--- src/rtl/fir_pkg.sv ---
// Shared widths and sample types for the FIR output chain.
package fir_pkg;

    localparam int unsigned FIR_IN_WIDTH  = 32;
    localparam int unsigned FIR_OUT_WIDTH = 16;

    typedef logic signed [FIR_IN_WIDTH-1:0]  fir_in_t;
    typedef logic signed [FIR_OUT_WIDTH-1:0] fir_out_t;

endpackage

--- src/rtl/fir_sync_fifo.sv ---
// Single-clock FIFO; pointers carry one extra wrap bit to tell full from empty.
// rd_data reads 0 while the FIFO is empty.
module fir_sync_fifo
    import fir_pkg::*;
#(
    parameter int unsigned WIDTH = FIR_OUT_WIDTH,
    parameter int unsigned DEPTH = 4
) (
    input  logic             clk,
    input  logic             rst_n,
    input  logic             push,
    input  logic [WIDTH-1:0] wr_data,
    input  logic             pop,
    output logic [WIDTH-1:0] rd_data,
    output logic             full,
    output logic             empty
);

    localparam int unsigned AW = $clog2(DEPTH);

    logic [WIDTH-1:0] mem [DEPTH];
    logic [AW:0]      wr_ptr;
    logic [AW:0]      rd_ptr;
    logic             do_push;
    logic             do_pop;

    assign empty   = (wr_ptr == rd_ptr);
    assign full    = (wr_ptr[AW] != rd_ptr[AW]) && (wr_ptr[AW-1:0] == rd_ptr[AW-1:0]);
    assign do_pop  = pop && !empty;
    // A pop in the same cycle frees the slot, so a full FIFO still accepts the push.
    assign do_push = push && (!full || do_pop);

    always_ff @(posedge clk or negedge rst_n) begin
        if (!rst_n) begin
            wr_ptr <= '0;
            rd_ptr <= '0;
        end else begin
            if (do_push) wr_ptr <= wr_ptr + 1'b1;
            if (do_pop)  rd_ptr <= rd_ptr + 1'b1;
        end
    end

    always_ff @(posedge clk) begin
        if (do_push) mem[wr_ptr[AW-1:0]] <= wr_data;
    end

    assign rd_data = empty ? '0 : mem[rd_ptr[AW-1:0]];

endmodule

--- src/rtl/fir_decim_requant.sv ---
// Decimate, requantize (shift + saturate) and buffer FIR accumulator samples.
// Define FIR_DECIM_ROUND_EN to round half toward +inf instead of truncating.
module fir_decim_requant
    import fir_pkg::*;
#(
    parameter int unsigned IN_WIDTH   = FIR_IN_WIDTH,
    parameter int unsigned OUT_WIDTH  = FIR_OUT_WIDTH,
    parameter int unsigned SHIFT      = 15,
    parameter int unsigned DECIM      = 4,
    parameter int unsigned FIFO_DEPTH = 4
) (
    input  logic                        clk,
    input  logic                        rst_n,
    input  logic signed [IN_WIDTH-1:0]  in_data,
    input  logic                        in_valid,
    output logic signed [OUT_WIDTH-1:0] out_data,
    output logic                        out_valid,
    input  logic                        out_ready,
    output logic                        sat_flag,
    output logic                        drop_pulse
);

    localparam int unsigned PW = (DECIM > 1) ? $clog2(DECIM) : 1;
    localparam int unsigned EW = IN_WIDTH + 1;

    localparam logic signed [EW-1:0] SAT_MAX = {{(EW-OUT_WIDTH+1){1'b0}}, {(OUT_WIDTH-1){1'b1}}};
    localparam logic signed [EW-1:0] SAT_MIN = {{(EW-OUT_WIDTH+1){1'b1}}, {(OUT_WIDTH-1){1'b0}}};
    localparam logic [EW-1:0]        ONE     = EW'(1);
    localparam logic signed [EW-1:0] RND     = ONE << (SHIFT - 1);

    logic [PW-1:0]                phase;
    logic                         keep;
    logic signed [EW-1:0]         ext;
    logic signed [EW-1:0]         shifted;
    logic                         sat_hi;
    logic                         sat_lo;
    logic signed [OUT_WIDTH-1:0]  q_next;
    logic signed [OUT_WIDTH-1:0]  q_data;
    logic                         q_valid;
    logic                         fifo_full;
    logic                         fifo_empty;

    assign keep = in_valid && (phase == '0);

    always_ff @(posedge clk or negedge rst_n) begin
        if (!rst_n) begin
            phase <= '0;
        end else if (in_valid) begin
            phase <= (phase == PW'(DECIM - 1)) ? '0 : phase + 1'b1;
        end
    end

    // One extra bit of headroom keeps the rounding add from wrapping.
    always_comb begin
        ext = {in_data[IN_WIDTH-1], in_data};
`ifdef FIR_DECIM_ROUND_EN
        ext = ext + RND;
`endif
        shifted = ext >>> SHIFT;
        sat_hi  = (shifted > SAT_MAX);
        sat_lo  = (shifted < SAT_MIN);
        if (sat_hi)      q_next = SAT_MAX[OUT_WIDTH-1:0];
        else if (sat_lo) q_next = SAT_MIN[OUT_WIDTH-1:0];
        else             q_next = shifted[OUT_WIDTH-1:0];
    end

    always_ff @(posedge clk or negedge rst_n) begin
        if (!rst_n) begin
            q_valid  <= 1'b0;
            q_data   <= '0;
            sat_flag <= 1'b0;
        end else begin
            q_valid <= keep;
            if (keep) q_data <= q_next;
            if (keep && (sat_hi || sat_lo)) sat_flag <= 1'b1;
        end
    end

    fir_sync_fifo #(
        .WIDTH (OUT_WIDTH),
        .DEPTH (FIFO_DEPTH)
    ) u_fifo (
        .clk     (clk),
        .rst_n   (rst_n),
        .push    (q_valid),
        .wr_data (q_data),
        .pop     (out_ready),
        .rd_data (out_data),
        .full    (fifo_full),
        .empty   (fifo_empty)
    );

    assign out_valid  = !fifo_empty;
    // Full implies non-empty, so out_ready alone decides whether a pop frees a slot.
    assign drop_pulse = q_valid && fifo_full && !out_ready;

endmodule
--- config.mk ---
export PLATFORM = sky130hd
export DESIGN_NAME = fir_decim_requant
export DESIGN_NICKNAME = d
export VERILOG_FILES = /design/src/rtl/fir_pkg.sv /design/src/rtl/fir_sync_fifo.sv /design/src/rtl/fir_decim_requant.sv
export SDC_FILE = /design/constraint.sdc
export NUM_CORES = 1
export LEC_CHECK = 0
export CORE_UTILIZATION = 58
export DETAILED_ROUTE_END_ITERATION = 10
export GPL_ROUTABILITY_DRIVEN = 0
export PLACE_DENSITY = 0.95
export SLEW_MARGIN = 20
export SYNTH_ARGS = -nofsm -noshare
export SYNTH_HDL_FRONTEND = slang
export SYNTH_HIERARCHICAL = 1
export SYNTH_SLANG_ARGS = --single-unit
--- constraint.sdc ---
create_clock -name clk -period 2.8 [get_ports clk]
set_input_delay 0.42 -clock clk [delete_from_list [all_inputs] [get_ports clk]]
set_output_delay 0.42 -clock clk [all_outputs]
set_load 0.01 [all_outputs]
# Yosys cells after proc, flatten, opt, wreduce, memory -nomap -nowiden
# Memories as Yosys holds them, arrays and structs flattened.
# Index checks and enable logic that the tools add are counted.
op_classes:
  addsub: 3
  multipliers: 0
  n_div: 0
  n_lt_le_gt_ge: 2
  eq_ne: 4
  shifts: 0
  muxes: 6
  n_bitwise: 0
  reduce_logical: 13
op_table:
  columns: ["op", "count"]
  rows:
  - ["$mux W16", 3]
  - ["$gt A17 B16 Y1 const B", 1]
  - ["$lt A17 B16 Y1 const B", 1]
  - ["$logic_and A1 B1 Y1", 7]
  - ["$add A3 B1 Y3 const B", 2]
  - ["$eq A3 B3 Y1", 1]
  - ["$logic_not A1 Y1", 3]
  - ["$add A2 B1 Y2 const B", 1]
  - ["$eq A2 B2 Y1", 1]
  - ["$eq A2 B2 Y1 const B", 1]
  - ["$logic_not A2 Y1", 1]
  - ["$logic_or A1 B1 Y1", 2]
  - ["$mux W1", 2]
  - ["$mux W2", 1]
  - ["$ne A1 B1 Y1", 1]
word_totals:
  ff_bits: 26
  latchBits: 0
  mem_bits_rw: 64
  rom_bits: 0
  input_bits: 36
  out_inout_bits: 19
  elab_cells: 35
  mem_count: 1
mem_list:
  columns: ["memory", "words", "word_bits", "read_ports", "rd_ports_with_merged_regs", "write_ports", "line_no", "rtl"]
  rows:
  - ["u_fifo.mem", 4, 16, 1, 0, 1, "fir_sync_fifo.sv:21", "logic [WIDTH-1:0] mem [DEPTH];"]

# Logic depth before layout (Yosys ltp)
logic_depth:
  word_depth: 7
  depth_mapped: 6
  depth_no_buf: 4

# Cells and area by module
# Netlist, hierarchy kept.
by_module_without_submodules:
  columns: ["mod", "instances", "cells_per_inst", "area_per_inst_um2", "seq_area_each_um2"]
  rows:
  - ["fir_sync_fifo", 1, 136, 2901.5, 2072.0]
  - ["fir_decim_requant", 1, 90, 1023.5, 500.5]

# Worst setup path after synthesis
# Ideal clock, no wire load.
synth_path:
  path_type: "reg2reg"
  from: "register u_fifo.rd_ptr[1]"
  to: "memory u_fifo/mem[0][0] (netlist name), enable pin"
  setup_time_ps: 319
  arrival_time_ps: 1616
  required_time_ps: 2481
  path_slack_ps: 865
  stages_incl_launch_ff: 5
  path_buffers: 1
  synth_period_minus_slack_ps: 1935
  cell_sequence: "dfrtp_1 buf_6 xor2_4 or4_4 and3_1"
synth_via:
  elab_chain_len: 7
  word_cells_on_any_way: 10
  cone_classes: "eq/ne (2); mux (2); reduce/logical (6)"
synth_lines:
  columns: ["item", "line_no", "rtl"]
  rows:
  - ["start, declared", "fir_sync_fifo.sv:23", "logic [AW:0] rd_ptr;"]
  - ["start signal, assigned", "fir_sync_fifo.sv:39", "if (do_pop) rd_ptr <= rd_ptr + 1'b1;"]
  - ["$eq A3 B3 Y1 or $eq A2 B2 Y1 (tied branches)", "fir_sync_fifo.sv:27, fir_sync_fifo.sv:28", null]
  - ["$logic_not A1 Y1 or $logic_and A1 B1 Y1 (tied branches)", "fir_sync_fifo.sv:29, fir_sync_fifo.sv:28", null]
  - ["$logic_and A1 B1 Y1 or $logic_not A1 Y1 (tied branches)", "fir_sync_fifo.sv:29, fir_sync_fifo.sv:31", null]
  - ["$logic_or A1 B1 Y1 *", "fir_sync_fifo.sv:31", "assign do_push = push && (!full || do_pop);"]
  - ["$logic_and A1 B1 Y1 *", "fir_sync_fifo.sv:31", null]
  - ["$mux W1 *", "fir_sync_fifo.sv:44", "if (do_push) mem[wr_ptr[AW-1:0]] <= wr_data;"]
  - ["$mux W1 (implied by the code) *", "fir_sync_fifo.sv:44", null]
  - ["end, declared", "fir_sync_fifo.sv:21", null]
# Every way passes the cells marked *; elsewhere a longest branch is shown, timed or not.

# Worst setup path after layout
layout_path:
  from: "register u_fifo.rd_ptr[0]"
  to: "output port out_data[6]"
layout_via:
  elab_chain_len: 2
  word_cells_on_any_way: 3
  cone_classes: "eq/ne (1); mux (1); memory (1)"
layout_lines:
  columns: ["item", "line_no", "rtl"]
  rows:
  - ["$mem_v2 Z4 W16 or $eq A3 B3 Y1 (tied branches)", null, null]
  - ["$mux W16 *", "fir_sync_fifo.sv:47", "assign rd_data = empty ? '0 : mem[rd_ptr[AW-1:0]];"]
  - ["end, declared", "fir_decim_requant.sv:16", "output logic signed [OUT_WIDTH-1:0] out_data,"]
# Marks and branches as above.

==> summary.txt <==
Setup path
  – R2R cell count: 3
  – CP Max Fanout: 18
  – Critical path arrival: 2.29 ns
  – CP peak stage delay: 0.58 ns
  – R2R Setup Slk: 0.60 ns
  – Reg-to-reg startpoint: u_fifo/rd_ptr[2]
  – Setup crit end kind: primary output
  – Crit path capture: out_data[6]
  – Startpoint Class: flip-flop
  – Critical R2R Capture: u_fifo/mem[0][0]
  – Crit path required time: 2.38 ns
  – Slowest CP cell: mux4_1
  – Kind of critical path: flip-flop to primary output
  – Crit. Startpoint: u_fifo/rd_ptr[0]
  – Worst-path cell chain: buf_12, mux4_1, nor2b_1, clkdlybuf4s50_1

STA
  – Fmax: 0.369 GHz
  – Tmin final: 2.71 ns
  – Clock Skew: 0.0120 ns
  – Final worst path period share: 96.8%
  – Fin. Hold Viols: 0
  – Final setup violating endpoints: 0
  – Total negative slack: 0 ns
  – Slew HR: 39.5%
  – Max Slew Vio Count: 0
  – Unrepaired setup endpoints after global routing: no
  – Hold_ws: 0.436 ns
  – Slew @ Worst Pin: 0.908 ns

Cells and area
  – Area growth from synthesis to layout: 17.0%
  – Filler cells: 410
  – N_diodes: 0
  – Share of cells above drive strength 1: 16.7%
  – Area of the multi-input gates: 0.00123 sq mm
  – Nets: 313
  – Register Area: 0.00257 sq mm

Routing
  – DRT Pass-1 Iters: 7
  – Drt total wl: 7.25 mm
  – Drt first-iter violations: 129
  – Via/cell ratio: 6.23
  – WL per Instance: 20.6 um
  – Detailed-route via count: 2193
  – DRC: 4
  – Antenna-violating nets left: 0

Global routing
  – GR met3 Demand/Resource: 5.21%
  – Met1 Use GR: 27.2%
  – Busiest grt layer: met2
  – Total grt overflow: 0
  – GRT Overall Usage: 22.4%
  – Initial antenna violation count: 0
  – Met2 Track Usage GR: 39.6%
  – Vias in the first global route: 2296
  – Global-route wire length before repair: 11.7 mm
  – Largest net degree at the start of global routing: 32

Floorplan
  – Core box area: 0.00646 sq mm
  – Top Ports: 55
  – Die area: 0.00710 sq mm
  – Starting Density: 60.8%
  – Die Y: 84.3 um
  – Die width: 84.3 um
  – Core Rows: 29

Yosys
  – Synth top cells by count: 64 x edfxtp_1, 26 x dfrtp_1, 16 x nor2b_1
  – Seq/Total Area, Yosys: 65.5%
  – Synth Net Count: 269
  – Top-count cell post-synth: edfxtp_1
  – Top cells by area, synth: edfxtp_1 49%, dfrtp_1 17%, mux4_2 6.9%
  – Post-synth top area share: 49.0%
  – Netlist cell types: 34
  – Top FF cell, synth: edfxtp_1
  – Number of synthesized flops with an enable pin: 64
  – Synth Cell Area: 0.00393 sq mm
  – Synthesized instance count: 226
  – Synthesis-stage register bit count: 90
  – Post-synth ARST share: 28.9%
  – Avg Inst Size Synth: 17.4 sq um
  – Cell accounting for the most synthesized area: edfxtp_1
  – Yosys warnings: 6

Power and ir drop
  – Reported net switching power: 1.63 mW
  – Comb pwr share: 39.5%
  – Sw Ratio: 32.6%
  – VDD IR-drop max: 0.662 mV
  – Clock share of power: 17.7%
  – Pwr/cell area: 1090 mW/mm^2
  – Lkg Pwr: 1.62 nW
  – Sequential power share: 42.8%
  – Internal power: 3.36 mW

Clocking
  – CTS root buffer: clkbuf_8
  – CTS H-Tree Depth: 3
  – CTS tree: built
  – # hold bufs at CTS: 0
  – Clock latency on the worst-skew pair: 0.36 ns
  – Clock Path Buffers: 2
  – Clk slew on worst S/H paths: 0.09 ns
  – CTS buffer count: 9
  – CTS Sinks: 90

Outcome
  – Status: finished, violations left
  – Failing checks: design-rule violations

Place
  – Post-DP HPWL: 4.49 mm
  – I/O Buffers: 39

Worst hold path
  – Hold/Removal Path Class: input pin to async pin

Job
  – Max-Cap Viols: 0
==> per-stage QoR <==
stage	instance area (sq um)	std cells	worst slack (ns)	total power [mW]	utilization, %
after global routing	4590	352	0.00856	5.25	71.1
after detailed placement	4370	334	0.313	4.10	67.7
after global placement	4370	334	0.366	4.01	67.7
final	4590	352	0.0902	4.99	71.1
after floorplan	3930	226	0.865	3.33	-
after CTS	4590	352	0.0583	5.02	71.1
==> flip-flops by register name, summed over array words and instances (netlist names) <==
name and cells:
q_valid 1, phase 2, u_fifo/rd_ptr 3, q_data 16, u_fifo/wr_ptr 3, sat_flag 1, u_fifo/mem 64
==> layer usage <==
layer	routed length [um]	vias to the layer above	part of all wire, %
li1	-	978	-
met1	2820	1121	39
met5	0	-	0
met2	3920	84	54
met3	433	10	6.0
met4	78	0	1.1
==> layout make-up <==
cell class,instances,area share (%)
inverter,7,0.572
tap,77,2.10
clock inverter,5,1.36
multi-input combinational,115,26.8
timing repair buffer,47,10.1
sequential,90,56.0
clock buffer,11,3.08
==> critical path, delay by kind of cell (launching register included) <==
kind	cells	cell delay, ns
buffers and inverters	2	0.71
DFF	1	0.50
muxes	1	0.58
and+or+nand+nor	1	0.16
==> cell families (layout without fill, tap and decap cells) <==
kind of cell / after synthesis / after routing / share of synthesized area [%]
adder cells (fa/ha/maj): 7 / 7 / 2.23
buffers and inverters: 21 / 70 / 3.16
XOR/XNOR: 9 / 9 / 2.96
flip-flops: 90 / 90 / 65.5
AO/OA/AOI/OAI: 52 / 52 / 11.0
AND/OR/NAND/NOR: 28 / 28 / 4.69
multiplexers: 19 / 19 / 10.4
==> power by group through the flow <==
stage | clock network [mW] | registers (mW) | logic (mW)
after detailed placement | 0 | 2.16 | 1.94
after floorplan | 0 | 2.06 | 1.27
after global routing | 0.951 | 2.18 | 2.12
final | 0.883 | 2.14 | 1.97
after CTS | 0.897 | 2.14 | 1.99
after global placement | 0 | 2.12 | 1.89
==> worst min path at each step <==
stage	start	to	slack (ns)	cells past startpoint
after floorplan	rst_n	phase[0]	0.12	0
after global placement	sat_flag	sat_flag	0.46	1
after detailed placement	sat_flag	sat_flag	0.49	1
final	rst_n	q_data[15]	0.44	2
after CTS	rst_n	q_data[15]	0.44	2
after global routing	rst_n	q_data[15]	0.46	2
==> what timing repair did <==
item                                    in CTS  in global routing
endpoints found under the setup margin       2                  0
buffers inserted                             2                  0
gates resized for setup                      0                  0
==> cell usage in the layout, fill, tap and decap left out, types with 2 or more instances in the layout <==
| master | netlist | layout |
|---|---|---|
| a21boi_0 | 15 | 15 |
| nand2_1 | 2 | 2 |
| and3_1 | 3 | 3 |
| edfxtp_1 | 64 | 64 |
| clkbuf_8 | 0 | 10 |
| mux2_2 | 2 | 2 |
| xor2_4 | 2 | 2 |
| o211ai_1 | 15 | 15 |
| mux4_2 | 12 | 12 |
| buf_4 | 4 | 7 |
| clkdlybuf4s50_1 | 0 | 39 |
| nor2b_1 | 16 | 16 |
| clkinvlp_4 | 0 | 2 |
| dfrtp_1 | 26 | 26 |
| o41ai_2 | 2 | 2 |
| mux4_1 | 4 | 4 |
| inv_1 | 7 | 7 |
| ha_1 | 7 | 7 |
| o2bb2ai_1 | 15 | 15 |
| xnor2_1 | 6 | 6 |
Note: power is estimated with default switching activity, not from simulation.
==> variant: new RTL, same flow settings <==
Change the package constant `FIR_IN_WIDTH` from 32 to 64.
--- a/src/rtl/fir_pkg.sv
+++ b/src/rtl/fir_pkg.sv
@@ -1,7 +1,7 @@
 // Shared widths and sample types for the FIR output chain.
 package fir_pkg;
 
-    localparam int unsigned FIR_IN_WIDTH  = 32;
+    localparam int unsigned FIR_IN_WIDTH  = 64;
     localparam int unsigned FIR_OUT_WIDTH = 16;
 
     typedef logic signed [FIR_IN_WIDTH-1:0]  fir_in_t;
Ports: changed (resized in_data); port bits go from 55 to 87. No check against the original RTL was run, so the function may have changed too.
==> variant against the original RTL <==
- routed wire length up 6.8%
- die area is essentially flat
- cell area is 7.1% higher
- setup slack got worse by 0.0061 ns
- sequential cell count stayed put
- total power decreased by 2.0%
- critical path type unchanged
- first-iteration DRC count decreased by 17%
- area after synthesis about the same
- the run still ends with design-rule violations left
==> variant: results (changes against the original RTL) <==
stage,metric,value,unit,change
outcome,status,"complete, but fails checks",,unchanged
outcome,violations,design-rule violations,,unchanged
synth,synth_xor_area_share,2.74,%,was 2.96%
power,power.leakage,1.67,nW,was 1.62 nW
timing,clock_skew,0.00770,ns,was 0.0120 ns
synth,synth_compound_area_share,6.76,%,was 11.0%
timing,worst_slew_pin_slew,0.860,ns,was 0.908 ns
drt,drc,6,,was 4
critical_path,critPathArrivalTime,2.30,ns,
synth,synth_edf_count,64,,unchanged
drt,routedWlPerCell,18.7,um,was 20.6 um
timing,fin_crit,2.72,ns,was 2.71 ns
placed_design,dpl_cell_area,4730,um^2,was 4370 um^2
critical_path,cp-endpoint,out_data[9],,was out_data[6]
synth,synthTopCellsByCount,"edfxtp_1 (64), dfrtp_1 (26), nor2_1 (19)",,"was edfxtp_1 (64), dfrtp_1 (26), nor2b_1 (16)"
synth,yosysSeqAreaShare,65.6,%,was 65.5%
global_routing,grt_pass1_vias,2654,,was 2296
placed_design,port_buffers,71,,was 39
placed_design,dp_hpwl,5.38,mm,was 4.49 mm
global_routing,grt_max_degree,34,,was 32
clocking,clock-root-buffer,clkbuf_8,,unchanged
synth,synth.mux.area_fraction,10.1,%,was 10.4%
critical_path,crit_path_start_kind,flop,,unchanged
power,pg_seq,0.00209,W,was 0.00214 W
power,p_int,0.00323,W,was 0.00336 W
synth,synthAdderAreaFrac,2.23,%,about the same
global_routing,grt_pass1_wl,12.4,mm,was 11.7 mm
final_layout,n_fill_cell,380,,was 410
final_layout,drive_gt1_share,13.0,%,was 16.7%
final_layout,layout.nets,408,,was 313
power,pg_clk,0.000783,W,was 0.000883 W
timing,fin_hold_ws,0.431,ns,was 0.436 ns
critical_path,rr_endpoint,u_fifo/mem[1][15],,was u_fifo/mem[0][0]
final_layout,final_cells,415,,was 352
synth,ys_types,34,,unchanged
drt,dr.pass1.iters,7,,unchanged
critical_path,critPathMaxFanout,13,,was 18
final_layout,largest_reg_flops,64,,unchanged
clocking,ctsHtreeMaxLevel,3,,unchanged
synth,synth_top_family_by_area,multiplexers,,was compound AO/OA/AOI/OAI gates
critical_path,r2r-start,u_fifo/rd_ptr[2],,unchanged
min_path,hold_class,in -> async,,unchanged
clocking,cts_buffer_depth,2,,unchanged
critical_path,worstRegToRegCells,3,,unchanged
clocking,hold_buffers,0,,unchanged
synth,synthTopCellsByArea,"edfxtp_1 (49%), dfrtp_1 (17%), mux4_2 (6.9%)",,unchanged
drt,routed-via-count,2514,,was 2193
power,power,0.00489,W,was 0.00499 W
power,peakVddDrop,0.462,mV,was 0.662 mV
placed_design,post-place-ws,0.353,ns,was 0.313 ns
global_routing,track_usage,24.1,%,was 22.4%
synth,syn-num-nets,329,,was 269
critical_path,rrSetupSlack,0.64,ns,was 0.60 ns
drt,drt_iter0_markers,107,,was 129
placed_design,place_inst,398,,was 334
synth,syn_avg_cell_area,15.4,um^2,was 17.4 um^2
==> variant: final cells by class <==
type / instances / area, um^2 / area share, %
Sequential cell: 90 / 2570 / 52.3
Multi-Input combinational cell: 145 / 1250 / 25.5
Timing Repair Buffer: 79 / 783 / 15.9
Clock buffer: 10 / 128 / 2.60
Tap cell: 77 / 96.3 / 1.96
Clock inverter: 6 / 50.0 / 1.02
Inverter: 8 / 30.0 / 0.611
==> variant: worst max-delay path, stage by stage (launching register included) <==
cell and delay (ns):
dfrtp_1 0.43, xor2_1 0.42, nor3_4 0.09, buf_4 0.21, nor2b_1 0.21, clkdlybuf4s50_1 0.57
==> variant: what timing repair did <==
action | 4_1_cts | 5_1_grt
gates resized for setup | 0 | 0
setup endpoints to repair | 0 | 12
buffers inserted | 0 | 1
==> variant: metal layers <==
| metal | GRT usage [%] | routed length, um |
|---|---|---|
| met3 | 5.41 | 611 |
| met1 | 26.6 | 2640 |
| met2 | 42.4 | 4180 |
| met4 | 15.2 | 320 |
| met5 | 0 | 0 |
